`src/rtl/dpram_arb_pkg.sv`:
```
// dpram_arb_pkg: shared constants and port-select encoding for dpram_port_arbiter
package dpram_arb_pkg;
  localparam int NUM_REQ_DEF = 4;
  localparam int ADDR_W_DEF = 4;
  localparam int DATA_W_DEF = 8;
  localparam int CNT_W = 16;
  typedef enum logic {PORT_A = 1'b0, PORT_B = 1'b1} port_sel_e;
endpackage

```
`src/rtl/dpram_port_arbiter_if.sv`:
```
// dpram_port_arbiter_if: requester-side valid/ready request bus and per-requester read response
//   master: req_valid/req_we/req_addr/req_wdata out; req_ready/rsp_valid/rsp_rdata in
//   slave:  mirror of master (arbiter side)
interface dpram_port_arbiter_if
  import dpram_arb_pkg::*;
#(
  parameter int NUM_REQ = NUM_REQ_DEF,
  parameter int ADDR_W = ADDR_W_DEF,
  parameter int DATA_W = DATA_W_DEF
);
  logic [NUM_REQ-1:0] req_valid;
  logic [NUM_REQ-1:0] req_we;
  logic [NUM_REQ*ADDR_W-1:0] req_addr;
  logic [NUM_REQ*DATA_W-1:0] req_wdata;
  logic [NUM_REQ-1:0] req_ready;
  logic [NUM_REQ-1:0] rsp_valid;
  logic [NUM_REQ*DATA_W-1:0] rsp_rdata;
  modport master(output req_valid, req_we, req_addr, req_wdata, input req_ready, rsp_valid, rsp_rdata);
  modport slave(input req_valid, req_we, req_addr, req_wdata, output req_ready, rsp_valid, rsp_rdata);
endinterface

```
`src/rtl/dpram_port_arbiter_rr_pick.sv`:
```
// rr_pick: first set bit of req scanning start, start+1, ... mod N
//   req in N, start in IW; found out 1, idx out IW
module rr_pick #(
  parameter int N = 4,
  parameter int IW = $clog2(N)
) (
  input  logic [N-1:0]  req,
  input  logic [IW-1:0] start,
  output logic          found,
  output logic [IW-1:0] idx
);
  always_comb begin : scan
    logic [IW-1:0] j;
    found = 1'b0;
    idx = start;
    j = '0;
    // descending offset so the nearest set bit is the last to assign
    for (int k = N - 1; k >= 0; k--) begin
      j = IW'((int'(start) + k) % N);
      if (req[j]) begin
        found = 1'b1;
        idx = j;
      end
    end
  end
endmodule

```
`src/rtl/dpram_port_arbiter.sv`:
```
// dpram_port_arbiter: round-robin sharing of a dual-port RAM's two ports among NUM_REQ requesters
//   clk, rst_n (async active-low); bus: dpram_port_arbiter_if.slave request/response bus
//   we/addr/din_a/b out to RAM; dout_a/b in from RAM (registered); conflict_cnt out 16
//   DPRAM_ARB_STATS_EN enables the saturating conflict counter, else conflict_cnt = 0
module dpram_port_arbiter
  import dpram_arb_pkg::*;
#(
  parameter int NUM_REQ = NUM_REQ_DEF,
  parameter int ADDR_W = ADDR_W_DEF,
  parameter int DATA_W = DATA_W_DEF
) (
  input  logic              clk,
  input  logic              rst_n,
  dpram_port_arbiter_if.slave bus,
  output logic              we_a,
  output logic [ADDR_W-1:0] addr_a,
  output logic [DATA_W-1:0] din_a,
  output logic              we_b,
  output logic [ADDR_W-1:0] addr_b,
  output logic [DATA_W-1:0] din_b,
  input  logic [DATA_W-1:0] dout_a,
  input  logic [DATA_W-1:0] dout_b,
  output logic [CNT_W-1:0]  conflict_cnt
);
  localparam int IW = $clog2(NUM_REQ);
  function automatic logic [IW-1:0] nxt(input logic [IW-1:0] i);
    return (i == IW'(NUM_REQ - 1)) ? '0 : i + 1'b1;
  endfunction
  logic [IW-1:0] rr_ptr_q, rr_ptr_d, a_idx, b_idx, b_start;
  logic a_found, b_found, a_gnt, b_gnt, a_we, b_we, conflict;
  logic [ADDR_W-1:0] a_addr, b_addr, addr_a_q, addr_a_d, addr_b_q, addr_b_d;
  logic [DATA_W-1:0] a_din, b_din, din_a_q, din_a_d, din_b_q, din_b_d;
  logic [NUM_REQ-1:0] b_req, ready, rd_pend_q, rd_pend_d, port_sel_q, port_sel_d;
  assign b_start = nxt(a_idx);
  assign b_req = bus.req_valid & ~(NUM_REQ'(1) << a_idx);
  rr_pick #(.N(NUM_REQ), .IW(IW)) u_pick_a (.req(bus.req_valid), .start(rr_ptr_q), .found(a_found), .idx(a_idx));
  rr_pick #(.N(NUM_REQ), .IW(IW)) u_pick_b (.req(b_req), .start(b_start), .found(b_found), .idx(b_idx));
  always_comb begin
    a_addr = bus.req_addr[a_idx*ADDR_W +: ADDR_W];
    b_addr = bus.req_addr[b_idx*ADDR_W +: ADDR_W];
    a_din = bus.req_wdata[a_idx*DATA_W +: DATA_W];
    b_din = bus.req_wdata[b_idx*DATA_W +: DATA_W];
    a_we = bus.req_we[a_idx];
    b_we = bus.req_we[b_idx];
    // B loses a same-address clash involving a write; it is next in line via rr_ptr = A+1
    conflict = a_found & b_found & (a_addr == b_addr) & (a_we | b_we);
    a_gnt = rst_n & a_found;
    b_gnt = rst_n & b_found & ~conflict;
    ready = (a_gnt ? NUM_REQ'(1) << a_idx : '0) | (b_gnt ? NUM_REQ'(1) << b_idx : '0);
    rr_ptr_d = b_gnt ? nxt(b_idx) : a_gnt ? nxt(a_idx) : rr_ptr_q;
    rd_pend_d = ready & ~bus.req_we;
    port_sel_d = (port_sel_q & ~rd_pend_d) | (b_gnt ? rd_pend_d & (NUM_REQ'(1) << b_idx) : '0);
    addr_a_d = a_gnt ? a_addr : addr_a_q;
    din_a_d = a_gnt ? a_din : din_a_q;
    addr_b_d = b_gnt ? b_addr : addr_b_q;
    din_b_d = b_gnt ? b_din : din_b_q;
  end
  always_ff @(posedge clk or negedge rst_n) begin
    if (!rst_n) begin
      rr_ptr_q <= '0;
      rd_pend_q <= '0;
      port_sel_q <= '0;
      addr_a_q <= '0;
      din_a_q <= '0;
      addr_b_q <= '0;
      din_b_q <= '0;
    end else begin
      rr_ptr_q <= rr_ptr_d;
      rd_pend_q <= rd_pend_d;
      port_sel_q <= port_sel_d;
      addr_a_q <= addr_a_d;
      din_a_q <= din_a_d;
      addr_b_q <= addr_b_d;
      din_b_q <= din_b_d;
    end
  end
  assign we_a = a_gnt & a_we;
  assign we_b = b_gnt & b_we;
  assign addr_a = addr_a_d;
  assign din_a = din_a_d;
  assign addr_b = addr_b_d;
  assign din_b = din_b_d;
  assign bus.req_ready = ready;
  assign bus.rsp_valid = rd_pend_q;
  for (genvar i = 0; i < NUM_REQ; i++) begin : g_rsp
    assign bus.rsp_rdata[i*DATA_W +: DATA_W] = (port_sel_e'(port_sel_q[i]) == PORT_B) ? dout_b : dout_a;
  end
`ifdef DPRAM_ARB_STATS_EN
  logic [CNT_W-1:0] cnt_q, cnt_d;
  always_comb cnt_d = (conflict && cnt_q != '1) ? cnt_q + 1'b1 : cnt_q;
  always_ff @(posedge clk or negedge rst_n) begin
    if (!rst_n) cnt_q <= '0;
    else cnt_q <= cnt_d;
  end
  assign conflict_cnt = cnt_q;
`else
  assign conflict_cnt = '0;
`endif
endmodule

```
`src/flat_wrapper.sv`:
```
// flat-port wrapper written by rule: the top's interface ports become plain ports
module dpram_port_arbiter_flat import dpram_arb_pkg::*;
#(
  parameter int NUM_REQ = NUM_REQ_DEF,
  parameter int ADDR_W = ADDR_W_DEF,
  parameter int DATA_W = DATA_W_DEF
)
  (clk, rst_n, we_a, addr_a, din_a, we_b, addr_b, din_b, dout_a, dout_b, conflict_cnt, bus_req_valid, bus_req_we, bus_req_addr, bus_req_wdata, bus_req_ready, bus_rsp_valid, bus_rsp_rdata);
  dpram_port_arbiter_if #(.NUM_REQ(NUM_REQ), .ADDR_W(ADDR_W), .DATA_W(DATA_W)) bus_i ();
  input  logic clk;
  input  logic rst_n;
  output logic we_a;
  output logic [ADDR_W-1:0] addr_a;
  output logic [DATA_W-1:0] din_a;
  output logic we_b;
  output logic [ADDR_W-1:0] addr_b;
  output logic [DATA_W-1:0] din_b;
  input  logic [DATA_W-1:0] dout_a;
  input  logic [DATA_W-1:0] dout_b;
  output logic [CNT_W-1:0] conflict_cnt;
  input wire logic [$bits(bus_i.req_valid)-1:0] bus_req_valid;
  input wire logic [$bits(bus_i.req_we)-1:0] bus_req_we;
  input wire logic [$bits(bus_i.req_addr)-1:0] bus_req_addr;
  input wire logic [$bits(bus_i.req_wdata)-1:0] bus_req_wdata;
  output wire logic [$bits(bus_i.req_ready)-1:0] bus_req_ready;
  output wire logic [$bits(bus_i.rsp_valid)-1:0] bus_rsp_valid;
  output wire logic [$bits(bus_i.rsp_rdata)-1:0] bus_rsp_rdata;
  assign bus_i.req_valid = bus_req_valid;
  assign bus_i.req_we = bus_req_we;
  assign bus_i.req_addr = bus_req_addr;
  assign bus_i.req_wdata = bus_req_wdata;
  assign bus_req_ready = bus_i.req_ready;
  assign bus_rsp_valid = bus_i.rsp_valid;
  assign bus_rsp_rdata = bus_i.rsp_rdata;
  dpram_port_arbiter #(.NUM_REQ(NUM_REQ), .ADDR_W(ADDR_W), .DATA_W(DATA_W)) u_core (.clk(clk), .rst_n(rst_n), .bus(bus_i), .we_a(we_a), .addr_a(addr_a), .din_a(din_a), .we_b(we_b), .addr_b(addr_b), .din_b(din_b), .dout_a(dout_a), .dout_b(dout_b), .conflict_cnt(conflict_cnt));
endmodule
```
`config.mk`:
```
export PLATFORM = sky130hd
export DESIGN_NAME = dpram_port_arbiter_flat
export DESIGN_NICKNAME = d
export VERILOG_FILES = /design/src/rtl/dpram_arb_pkg.sv /design/src/rtl/dpram_port_arbiter_if.sv /design/src/rtl/dpram_port_arbiter_rr_pick.sv /design/src/rtl/dpram_port_arbiter.sv /design/src/flat_wrapper.sv
export SDC_FILE = /design/constraint.sdc
export NUM_CORES = 1
export LEC_CHECK = 0
export BUFFER_PORTS_ARGS = -buffer_cell sky130_fd_sc_hd__buf_2
export CAP_MARGIN = 20
export CORE_ASPECT_RATIO = 2
export CORE_MARGIN = 2
export CORE_UTILIZATION = 45
export DETAILED_ROUTE_END_ITERATION = 10
export HOLD_SLACK_MARGIN = 0.08
export PLACE_DENSITY = 0.75
export SLEW_MARGIN = 20
export SYNTH_ARGS = -nofsm -noshare
export SYNTH_HDL_FRONTEND = slang
export SYNTH_SLANG_ARGS = --single-unit
```
`constraint.sdc`:
```
create_clock -name clk -period 6.1 [get_ports clk]
set_clock_uncertainty 0.05 [all_clocks]
set_input_delay 0 -clock clk [delete_from_list [all_inputs] [get_ports clk]]
set_output_delay 0 -clock clk [all_outputs]
set_load 0.1 [all_outputs]
```
Word-level counts from Yosys, hierarchy flattened
Cells that the tools add are included.
{"block": "totals", "ff_bits": 34, "in_bits": 74, "out_inout_bits": 82, "elab_cells": 105}
{"block": "classes", "add_sub_neg": 8, "order_cmp": 10, "eq_ne": 3, "shifts": 6, "n_mux": 51, "bitwise_logic": 19, "n_reduce_logical": 1}
{"cell": "32-bit by 6-bit variable part select with 8-bit output", "count": 2}
{"cell": "8-bit 2-to-1 mux", "count": 6}
{"cell": "16-bit by 5-bit variable part select with 4-bit output", "count": 2}
{"cell": "2-bit by 3-bit less-than comparator with 1-bit output, second input constant", "count": 10}
{"cell": "2-bit 2-to-1 mux", "count": 12}
{"cell": "1-bit binary-select mux with 2-bit select", "count": 10}
{"cell": "4-bit 2-to-1 mux", "count": 5}
{"cell": "1-bit 2-to-1 mux", "count": 18}
{"cell": "4-bit bitwise AND", "count": 4}
{"cell": "4-bit NOT", "count": 3}
{"cell": "2-bit by 1-bit adder with 2-bit output, second input constant", "count": 4}
{"cell": "2-bit adder, second input constant", "count": 4}
{"cell": "1-bit bitwise AND", "count": 8}
{"cell": "4-bit bitwise OR", "count": 2}
{"cell": "1-bit by 2-bit << shifter with 4-bit output, first input constant", "count": 2}
{"cell": "2-bit == test, second input constant", "count": 2}
{"cell": "4-bit == test", "count": 1}
{"cell": "2-bit nonzero test", "count": 1}
{"cell": "1-bit NOT", "count": 1}
{"cell": "1-bit bitwise OR", "count": 1}

Depth between registers and ports, before layout
Gate-level depths: netlist of the first run.
{"block": "depth", "word_depth": 28, "depth_mapped": 21, "ltp_nobuf": 15}

Modules after synthesis
A second synthesis of the first run with hierarchy kept.
{"block": "unflattened", "cells_unflattened": 268, "area_unflattened_um2": 2945.3}
{"mod": "dpram_port_arbiter", "n_inst": 1, "cells_per_inst": 236, "area_each_um2": 2745.1, "seq_area_each_um2": 850.8}
{"mod": "rr_pick", "n_inst": 2, "cells_per_inst": 16, "area_each_um2": 100.1, "seq_area_each_um2": 0.0}

Worst setup path after synthesis of the first run
OpenSTA, ideal clock, no wires.
{"block": "synth_path", "path_type": "register -> output", "from": "register u_core.rr_ptr_q[0]", "to": "output bus_req_ready[2]", "t_arrival_ns": 5.927, "required_ns": 6.050, "path_slack_ns": 0.123, "path_stages_with_launch": 18, "n_path_buf": 7, "cell_sequence": "dfrtp_1 nand2b_1 a21o_2 and3_4 clkbuf_1 clkbuf_1 clkbuf_1 ha_1 o21ai_0 a22oi_1 a2111oi_2 buf_6 buf_2 buf_2 clkbuf_1 ha_1 inv_1 o21ai_0"}
{"block": "synth_via", "elab_chain_len": 24, "word_cells_on_any_way": 63, "cone_classes": "7 x add/sub; 2 x eq/ne; 4 x shift; 39 x mux; 11 x bitwise"}
{"item": "from (decl)", "line_no": "dpram_port_arbiter.sv:29", "rtl": "logic [IW-1:0] rr_ptr_q, rr_ptr_d, a_idx, b_idx, b_start;"}
{"item": "from (signal assigned)", "line_no": "dpram_port_arbiter.sv:68", "rtl": "rr_ptr_q <= rr_ptr_d;"}
{"item": "2-bit adder", "line_no": "dpram_port_arbiter_rr_pick.sv:19", "rtl": "j = IW'((int'(start) + k) % N);"}
{"item": "1-bit binary-select mux with 2-bit select", "line_no": "dpram_port_arbiter_rr_pick.sv:20", "rtl": "if (req[j]) begin"}
{"item": "1-bit 2-to-1 mux (not written as such)", "line_no": "dpram_port_arbiter_rr_pick.sv:20"}
{"item": "2-bit 2-to-1 mux (4 in a row)", "line_no": "dpram_port_arbiter_rr_pick.sv:20"}
{"item": "2-bit by 1-bit adder with 2-bit output, or another cell as far along", "line_no": "dpram_port_arbiter.sv:27", "rtl": "return (i == IW'(NUM_REQ - 1)) ? '0 : i + 1'b1;"}
{"item": "2-bit 2-to-1 mux or 4-bit NOT (tied branches)", "line_no": "dpram_port_arbiter.sv:27, dpram_port_arbiter.sv:35"}
{"item": "2-bit adder or 4-bit bitwise AND (tied branches)", "line_no": "dpram_port_arbiter_rr_pick.sv:19, dpram_port_arbiter.sv:35"}
{"item": "1-bit binary-select mux with 2-bit select", "line_no": "dpram_port_arbiter_rr_pick.sv:20"}
{"item": "[5 not listed]"}
{"item": "16-bit by 5-bit variable part select with 4-bit output or 1-bit binary-select mux with 2-bit select (tied branches)", "line_no": "dpram_port_arbiter.sv:40, dpram_port_arbiter.sv:44"}
{"item": "4-bit == test or 1-bit 2-to-1 mux (tied branches)", "line_no": "dpram_port_arbiter.sv:46, dpram_port_arbiter.sv:44"}
{"item": "1-bit bitwise AND or 1-bit bitwise OR (tied branches)", "line_no": "dpram_port_arbiter.sv:46", "rtl": "conflict = a_found & b_found & (a_addr == b_addr) & (a_we | b_we);"}
{"item": "1-bit bitwise AND", "line_no": "dpram_port_arbiter.sv:46"}
{"item": "1-bit NOT", "line_no": "dpram_port_arbiter.sv:48", "rtl": "b_gnt = rst_n & b_found & ~conflict;"}
{"item": "1-bit bitwise AND", "line_no": "dpram_port_arbiter.sv:48"}
{"item": "4-bit 2-to-1 mux", "line_no": "dpram_port_arbiter.sv:49", "rtl": "ready = (a_gnt ? NUM_REQ'(1) << a_idx : '0) | (b_gnt ? NUM_REQ'(1) << b_idx : '0);"}
{"item": "4-bit bitwise OR *", "line_no": "dpram_port_arbiter.sv:49"}
{"item": "to (decl)", "line_no": "flat_wrapper.sv:25", "rtl": "output wire logic [$bits(bus_i.req_ready)-1:0] bus_req_ready;"}
Mark *: on every way between the ends. The rest lies on a longest branch, timed or not. The select of a mux whose other input is x is not followed.

Final worst setup path of the first run
{"block": "layout_path", "from": "register u_core.rr_ptr_q[0]", "to": "output din_b[2]"}
{"block": "layout_via", "elab_chain_len": 23, "word_cells_on_any_way": 60, "cone_classes": "7 x add/sub; 2 x eq/ne; 4 x shift; 38 x mux; 9 x bitwise"}
{"item": "2-bit adder", "line_no": "dpram_port_arbiter_rr_pick.sv:19"}
{"item": "1-bit binary-select mux with 2-bit select", "line_no": "dpram_port_arbiter_rr_pick.sv:20"}
{"item": "1-bit 2-to-1 mux (not written as such)", "line_no": "dpram_port_arbiter_rr_pick.sv:20"}
{"item": "2-bit 2-to-1 mux (4 in a row)", "line_no": "dpram_port_arbiter_rr_pick.sv:20"}
{"item": "2-bit by 1-bit adder with 2-bit output, or another cell as far along", "line_no": "dpram_port_arbiter.sv:27"}
{"item": "2-bit 2-to-1 mux or 4-bit NOT (tied branches)", "line_no": "dpram_port_arbiter.sv:27, dpram_port_arbiter.sv:35"}
{"item": "2-bit adder or 4-bit bitwise AND (tied branches)", "line_no": "dpram_port_arbiter_rr_pick.sv:19, dpram_port_arbiter.sv:35"}
{"item": "1-bit binary-select mux with 2-bit select", "line_no": "dpram_port_arbiter_rr_pick.sv:20"}
{"item": "1-bit 2-to-1 mux (not written as such)", "line_no": "dpram_port_arbiter_rr_pick.sv:20"}
{"item": "2-bit 2-to-1 mux (4 in a row)", "line_no": "dpram_port_arbiter_rr_pick.sv:20"}
{"item": "16-bit by 5-bit variable part select with 4-bit output or 1-bit binary-select mux with 2-bit select (tied branches)", "line_no": "dpram_port_arbiter.sv:40, dpram_port_arbiter.sv:44"}
{"item": "4-bit == test or 1-bit 2-to-1 mux (tied branches)", "line_no": "dpram_port_arbiter.sv:46, dpram_port_arbiter.sv:44"}
{"item": "1-bit bitwise AND or 1-bit bitwise OR (tied branches)", "line_no": "dpram_port_arbiter.sv:46"}
{"item": "1-bit bitwise AND", "line_no": "dpram_port_arbiter.sv:46"}
{"item": "1-bit NOT", "line_no": "dpram_port_arbiter.sv:48"}
{"item": "1-bit bitwise AND", "line_no": "dpram_port_arbiter.sv:48"}
{"item": "8-bit 2-to-1 mux *", "line_no": "dpram_port_arbiter.sv:56", "rtl": "din_b_d = b_gnt ? b_din : din_b_q;"}
{"item": "to (decl)", "line_no": "flat_wrapper.sv:17", "rtl": "output logic [DATA_W-1:0] din_b;"}
Marked as above.

==> metrics.md, run 1 <==
| Metric | Value |
|---|---|
| Outcome | `completed` |
| Pre-antenna DRT Iters | `4` |
| # IOs | `approximately 160` |
| Clk pin slew, worst setup/hold paths | `approximately 0.06 ns` |
| Maximum root-to-sink buffer count | `2` |
| Sequential fraction of the synthesis area | `0.2606` |
| Crit. End Element | `output port` |
| Critical path, cell by cell | `nand2b_1, nand2_1, o31ai_4, inv_2, ha_1, o22ai_1, a31oi_1, a2111oi_4, buf_4, mux2i_1, mux2i_4, xor2_1, o211ai_2, o21a_4, mux2_2, buf_2` |
| WL/cell | `around 15 um` |
| Most Crowded Layer GR | `met2` |
| Cells after Synth | `356` |
| Final Hold Viols | `0` |
| Fin cells | `578` |
| Die area | `approximately 8000 um2` |
| Largest net degree at the start of global routing | `39` |
| Post-CTS Resized | `0` |
| Slew @ Worst Pin | `0.9411 ns` |
| Relative slew margins | `0.3726` |
| Initial Util | `0.4561` |
| GR Layer Usage met3 | `0.04788` |
| Final period utilization | `0.8547` |
| All-Layer GR Usage | `0.2142` |
| RSZ-0062 raised after global routing | `no` |
| Critical path required time | `between 6 and 7 ns` |
| CTS tree | `yes` |
| Unique masters post-synth | `50` |
| RR Endpoint | `u_core.din_b_q[2]$_DFF_PN0_` |
| Later-pin clock latency in the skew report | `about 0.29 ns` |
| Slowest stage delay, CP | `about 0.75 ns` |
| Die Y | `approximately 120 um` |
| Critical path's top delay family | `compound AO/OA/AOI/OAI gates` |
| Worst hold path startpoint | `bus_req_wdata[0]` |
| Core Rows | `44` |
| Fill count | `a little under 700` |
| Hold_buf cts | `5` |
| DRC viols | `0` |
| Critical-path top delay cell | `o31ai_4` |
| Final GP Congestion | `approximately 0.91` |
| Most used flip-flop cell after synthesis | `dfrtp_1` |
| Total CTS buffers | `5` |
| Critical setup path kind | `reg2out` |
| First-pass GRT wire length | `approximately 14000 um` |
| Worst hold path class | `in2reg` |
| Achievable Freq | `191.8 MHz` |
| Post-synth EDFFs | `0` |
| Met2 usage | `0.3842` |
| Number of synthesized register bits | `34` |
| Core Footprint | `roughly 7200 um2` |
| Storage element area | `approximately 850 um2` |
| GRT overflow | `0` |
| Vias in the first global route | `2947` |
| H-tree depth | `2` |
| Vias | `slightly above 3000` |
| Initial antenna violation count | `0` |
| Setup Viol. Count Final | `0` |
| # diodes | `0` |
| CP arrival | `5.16 ns` |
| Clk sinks | `34` |
| Ys Warns | `0` |
| Worst Hold End | `u_core.din_b_q[0]$_DFF_PN0_` |
| Nets | `567` |
| Startpoint types | `flop` |
| Critical R2R Launch | `u_core.rr_ptr_q[0]$_DFFE_PN0P_` |
| Total of max-cap violations | `0` |
| Area of the multi-input gates | `~2200 um2` |
| Setup_tns | `0 ns` |
| Critical path buffer and inverter count | `3` |
| Port Buffers | `roughly 140` |
| Syn Std Cell Area | `around 3300 um2` |
| FFs w/ async S/R, synth | `1.000` |
| Via-to-Cell Ratio | `about 5.2` |
| Die W | `roughly 64 um` |
| Layout area overhead | `26.03%` |
| Worst R2R Setup Slack | `roughly 1.4 ns` |
| Minimum clock period | `roughly 5.2 ns` |
| Final core utilization | `0.5748` |
| Syn avg cell area | `9.170 um2` |
| Max-slew violation count | `0` |
| Met1 Use GR | `0.2510` |
| Post-route ant nets | `0` |
| Routed WL | `8610 um` |
| Post-CTS setup buffers | `0` |
| Reg2reg path depth | `15` |
| DR iter-0 viols | `between 200 and 250` |
| Share of cells above drive strength 1 | `0.4403` |
| Placed Cells | `565` |
| Clock root buffer | `clkbuf_16` |
| DPL Wire Length | `between 6000 and 7000 um` |
| Hold path depth | `4` |
| Largest fanout on the critical path | `38` |
[worst reg2reg max path, delay by kind of cell (launching register included)]
family                   cells  cell delay (ns)
XOR/XNOR                     1             0.18
AO/OA/AOI/OAI                6             1.80
adder cells (fa/ha/maj)      1             0.28
flip-flops                   1             0.46
buffers and inverters        2             0.65
multiplexers                 3             0.85
AND/OR/NAND/NOR              2             0.33
[cell type report]
cell class | count | share of cell area
clock buffers | 7 | 0.03467
clock inverters | 1 | 0.001217
inverters | 12 | 0.01125
multi-input cells | 285 | 0.5313
flip-flops and latches | 34 | 0.2068
well taps | 92 | 0.02798
repair buffers | 147 | 0.1867
[per-stage QoR]
step	setup slack, ns	hold slack, ns	instance area, um2
detailed placement	1.206	0.09206	3916
floorplan	0.1233	-0.3456	3321
finish	0.8863	0.1082	4114
global route	0.5631	0.1323	4114
global placement	1.325	0.09604	3916
CTS	0.8792	0.1026	4114
[cell usage after synthesis (2+ instances only)]
cell type  count  share of area
nand3b_1       2         0.0046
buf_6          4          0.014
mux2_2        46           0.16
nor2_1         5         0.0057
nor2b_1       12          0.023
ha_1           8          0.031
mux2_4         7          0.032
o21ai_1        3         0.0046
a22o_1         3         0.0081
dfrtp_1       34           0.26
o21ai_0       37          0.057
clkbuf_1      11          0.013
nor3_1         2         0.0031
a21oi_1       15          0.023
nand3_1        2         0.0031
and2_1         3         0.0057
a211o_1        2         0.0054
xor2_1         4          0.011
o211ai_1       3         0.0069
inv_1         10          0.011
mux2i_1       33           0.10
nand2_1       36          0.041
o22ai_1        5         0.0096
a211oi_1       8          0.018
nand2b_1      12          0.023
buf_2          8          0.012
a22oi_1        3         0.0069
buf_4         16          0.037
[placed cells by master, fill, tap and decap left out, types with 7 or more instances in the layout]
cell and n:
a21oi_1 15, a211oi_1 8, nand2_1 36, mux2_2 46, ha_1 8, nor2b_1 12
dfrtp_1 34, o21ai_0 37, mux2_4 7, inv_1 10, buf_2 139, conb_1 16
nand2b_1 12, mux2i_1 33
[logic make-up after synthesis]
| logic type | count (synthesis) | synth area share |
|---|---|---|
| buffers and inverters | 52 | 0.09084 |
| muxes | 87 | 0.2990 |
| other | 1 | 0.001149 |
| adders and majority gates | 8 | 0.03066 |
| DFF | 34 | 0.2606 |
| and+or+nand+nor | 77 | 0.1200 |
| AOI/OAI and AO/OA | 93 | 0.1870 |
| xor gates and xnor gates | 4 | 0.01073 |
[registers in the layout, indices dropped and copies added (netlist names)]
register and flops:
u_core.rr_ptr_q 2, u_core.bus.rsp_valid 4, u_core.addr_a_q 4, u_core.addr_b_q 4, u_core.din_b_q 8, u_core.port_sel_q 4, u_core.din_a_q 8
[worst max-delay path by stage]
stage,to,from,cells after the start,slack (ns)
2_1_floorplan,bus_req_ready[2],u_core.rr_ptr_q[0]$_DFFE_PN0P_,17,0.12
3_3_place_gp,addr_b[3],u_core.rr_ptr_q[1]$_DFFE_PN0P_,16,1.32
3_5_place_dp,din_b[2],u_core.rr_ptr_q[0]$_DFFE_PN0P_,16,1.21
4_1_cts,din_b[2],u_core.rr_ptr_q[0]$_DFFE_PN0P_,16,0.88
5_1_grt,din_b[0],u_core.rr_ptr_q[0]$_DFFE_PN0P_,15,0.56
6_report,din_b[2],u_core.rr_ptr_q[0]$_DFFE_PN0P_,16,0.89
[layer usage]
layer	wire (um)	share of wire	vias to the layer above
li1	-	-	1500
met1	3430	0.40	1398
met2	4356	0.51	129
met3	726	0.084	7
met4	97	0.011	0
met5	0	0	-
Power of run 1 is left out: the tool's default activity adds up to more than one toggle a clock period on the data nets, which glitch-free logic cannot reach.
==> run 2: changes to the inputs <==
==> constraint.sdc (replaced) <==
create_clock -name clk -period 6.35 [get_ports clk]
set_clock_uncertainty 0.05 [all_clocks]
set_input_delay 0 -clock clk [delete_from_list [all_inputs] [get_ports clk]]
set_output_delay 0 -clock clk [all_outputs]
set_load 0.1 [all_outputs]
==> run 2 against run 1 <==
Against the previous run:
- hold slack better by 0.017 ns
- clock-buffer cell count stayed put
- cell count is 0.17% higher
==> metrics.md, run 2 (synthesis gave the netlist of run 1 again) <==
| Metric | Value |
|---|---|
| Outcome | `completed` |
| Routed WL | `between 8000 and 9000 um` |
| Later-pin clock latency in the skew report | `approximately 0.27 ns` |
| Die Y | `124.5 um` |
| Largest fanout on the critical path | `29` |
| Worst R2R Setup Slack | `approximately 1.8 ns` |
| GRT overflow | `0` |
| Clock root buffer | `clkbuf_16` |
| Crit. End Element | `output port` |
| Core Rows | `between 40 and 50` |
| Setup_tns | `0 ns` |
| Most frequent cells in the layout | `139 x buf_2, 46 x mux2_2, 37 x o21ai_0` |
| Dpl ws | `~1.6 ns` |
| All-Layer GR Usage | `0.2099` |
| Met1 Use GR | `0.2486` |
| Setup WS post-layout | `roughly 1.2 ns` |
| Fill count | `about 660` |
| DR iter-0 viols | `168` |
| Die area | `about 8000 um2` |
| Final Hold Viols | `0` |
| RSZ-0062 raised after global routing | `no` |
| Initial Util | `0.4561` |
| Final GP Congestion | `~0.87` |
| H-tree depth | `2` |
| Maximum root-to-sink buffer count | `2` |
| Clk sinks | `34` |
| CP startpoint | `u_core.rr_ptr_q[0]$_DFFE_PN0P_` |
| Max-slew violation count | `0` |
| Final Cell Area | `between 4000 and 5000 um2` |
| Post-route ant nets | `0` |
| Final period utilization | `0.8043` |
| Post-CTS setup buffers | `0` |
| Via-to-Cell Ratio | `roughly 5.3` |
| Most Crowded Layer GR | `met2` |
| Share of cells above drive strength 1 | `0.4415` |
| Vias in the first global route | `approximately 3000` |
| Worst hold path startpoint | `bus_req_wdata[2]` |
| Total of max-cap violations | `0` |
| Relative slew margins | `0.3743` |
| Critical R2R Launch | `u_core.rr_ptr_q[0]$_DFFE_PN0P_` |
| Critical setup path kind | `reg2out` |
| RR Endpoint | `u_core.din_b_q[5]$_DFF_PN0_` |
| CP arrival | `5.06 ns` |
| # IOs | `around 160` |
| Pre-antenna DRT Iters | `4` |
| CTS tree | `yes` |
| WL/cell | `around 15 um` |
| GR Layer Usage met3 | `0.05239` |
| Port Buffers | `roughly 140` |
| Nets | `between 500 and 600` |
| Layout area overhead | `26.26%` |
| Slew @ Worst Pin | `0.9386 ns` |
| DPL Wire Length | `about 6400 um` |
| Clk pin slew, worst setup/hold paths | `0.06 ns` |
| Placed cell areas | `just under 4000 um2` |
| Worst hold path class | `in2reg` |
| Largest registers | `u_core.din_a_q x8, u_core.din_b_q x8` |
| DRC viols | `0` |
| Largest net degree at the start of global routing | `38` |
| Reg2reg path depth | `15` |
| Met2 usage | `0.3738` |
| Achievable Freq | `between 150 and 200 MHz` |
| Critical path destination | `din_b[1]` |
| Setup Viol. Count Final | `0` |
| First-pass GRT wire length | `about 14000 um` |
| Total CTS buffers | `5` |
| Initial antenna violation count | `0` |
| Startpoint types | `flop` |
| Critical path required time | `6.30 ns` |
| Vias | `3086` |
| Hold_ws | `about 0.12 ns` |
| # diodes | `0` |
| Minimum clock period | `about 5.1 ns` |
| Post-CTS Resized | `0` |
| Core Footprint | `between 7000 and 8000 um2` |
| Commonest non-fill, non-tap cell in the layout | `buf_2` |
| Die W | `~64 um` |
-- run 2: cell types whose count changed in the layout (fill, tap and decap cells not counted) --
| cell | before | now |
|---|---|---|
| buf_4 | 3 | 4 |
-- run 2: stage by stage --
step | utilization | cells
2_1_floorplan | - | 371
3_3_place_gp | 0.5483 | 566
3_5_place_dp | 0.5483 | 566
4_1_cts | 0.5759 | 579
5_1_grt | 0.5759 | 579
6_report | 0.5759 | 579
-- run 2: worst min path at each step --
| stage | depth (start not counted) | endpoint | slack, ns |
|---|---|---|---|
| 4_1_cts | 4 | u_core.din_b_q[2]$_DFF_PN0_ | 0.12 |
| 5_1_grt | 4 | u_core.din_b_q[2]$_DFF_PN0_ | 0.15 |
| 6_report | 4 | u_core.din_b_q[2]$_DFF_PN0_ | 0.12 |
| 2_1_floorplan | 0 | u_core.addr_a_q[0]$_DFF_PN0_ | -0.35 |
| 3_5_place_dp | 1 | u_core.bus.rsp_valid[0]$_DFF_PN0_ | 0.10 |
| 3_3_place_gp | 1 | u_core.bus.rsp_valid[0]$_DFF_PN0_ | 0.09 |
-- run 2: layout make-up --
type / instances / area [um2] / area share
clock inverter: 1 / 5.005 / 0.001214
tap: 92 / 115.1 / 0.02793
timing repair buffer: 148 / 775.7 / 0.1882
multi-input combinational: 285 / 2186 / 0.5304
sequential: 34 / 850.8 / 0.2064
clock buffer: 7 / 142.6 / 0.03461
inverter: 12 / 46.29 / 0.01123
-- run 2: what timing repair did --
action | in CTS | in global routing
hold buffers | 5 | 0
endpoints found under the hold margin | 42 | 0
setup endpoints to repair | 0 | 0
-- run 2: metal layers --
layer | up-vias | wire length, um
met1 | 1423 | 3512
met5 | - | 0
met3 | 6 | 720
li1 | 1511 | -
met2 | 146 | 4265
met4 | 0 | 57
-- run 2: worst max-delay path, cell delays in order (launching register included) --
cell      delay, ns
dfrtp_1        0.49
nor2b_1        0.13
o21ai_0        0.32
o31ai_4        0.12
buf_4          0.28
inv_2          0.17
ha_1           0.26
o211ai_1       0.11
a32o_1         0.29
nor2b_1        0.13
a211o_1        0.73
mux2i_4        0.36
xor2_1         0.20
o211ai_2       0.15
o21a_4         0.34
mux2_2         0.27
buf_2          0.42
Power of run 2 is left out for the same reason.
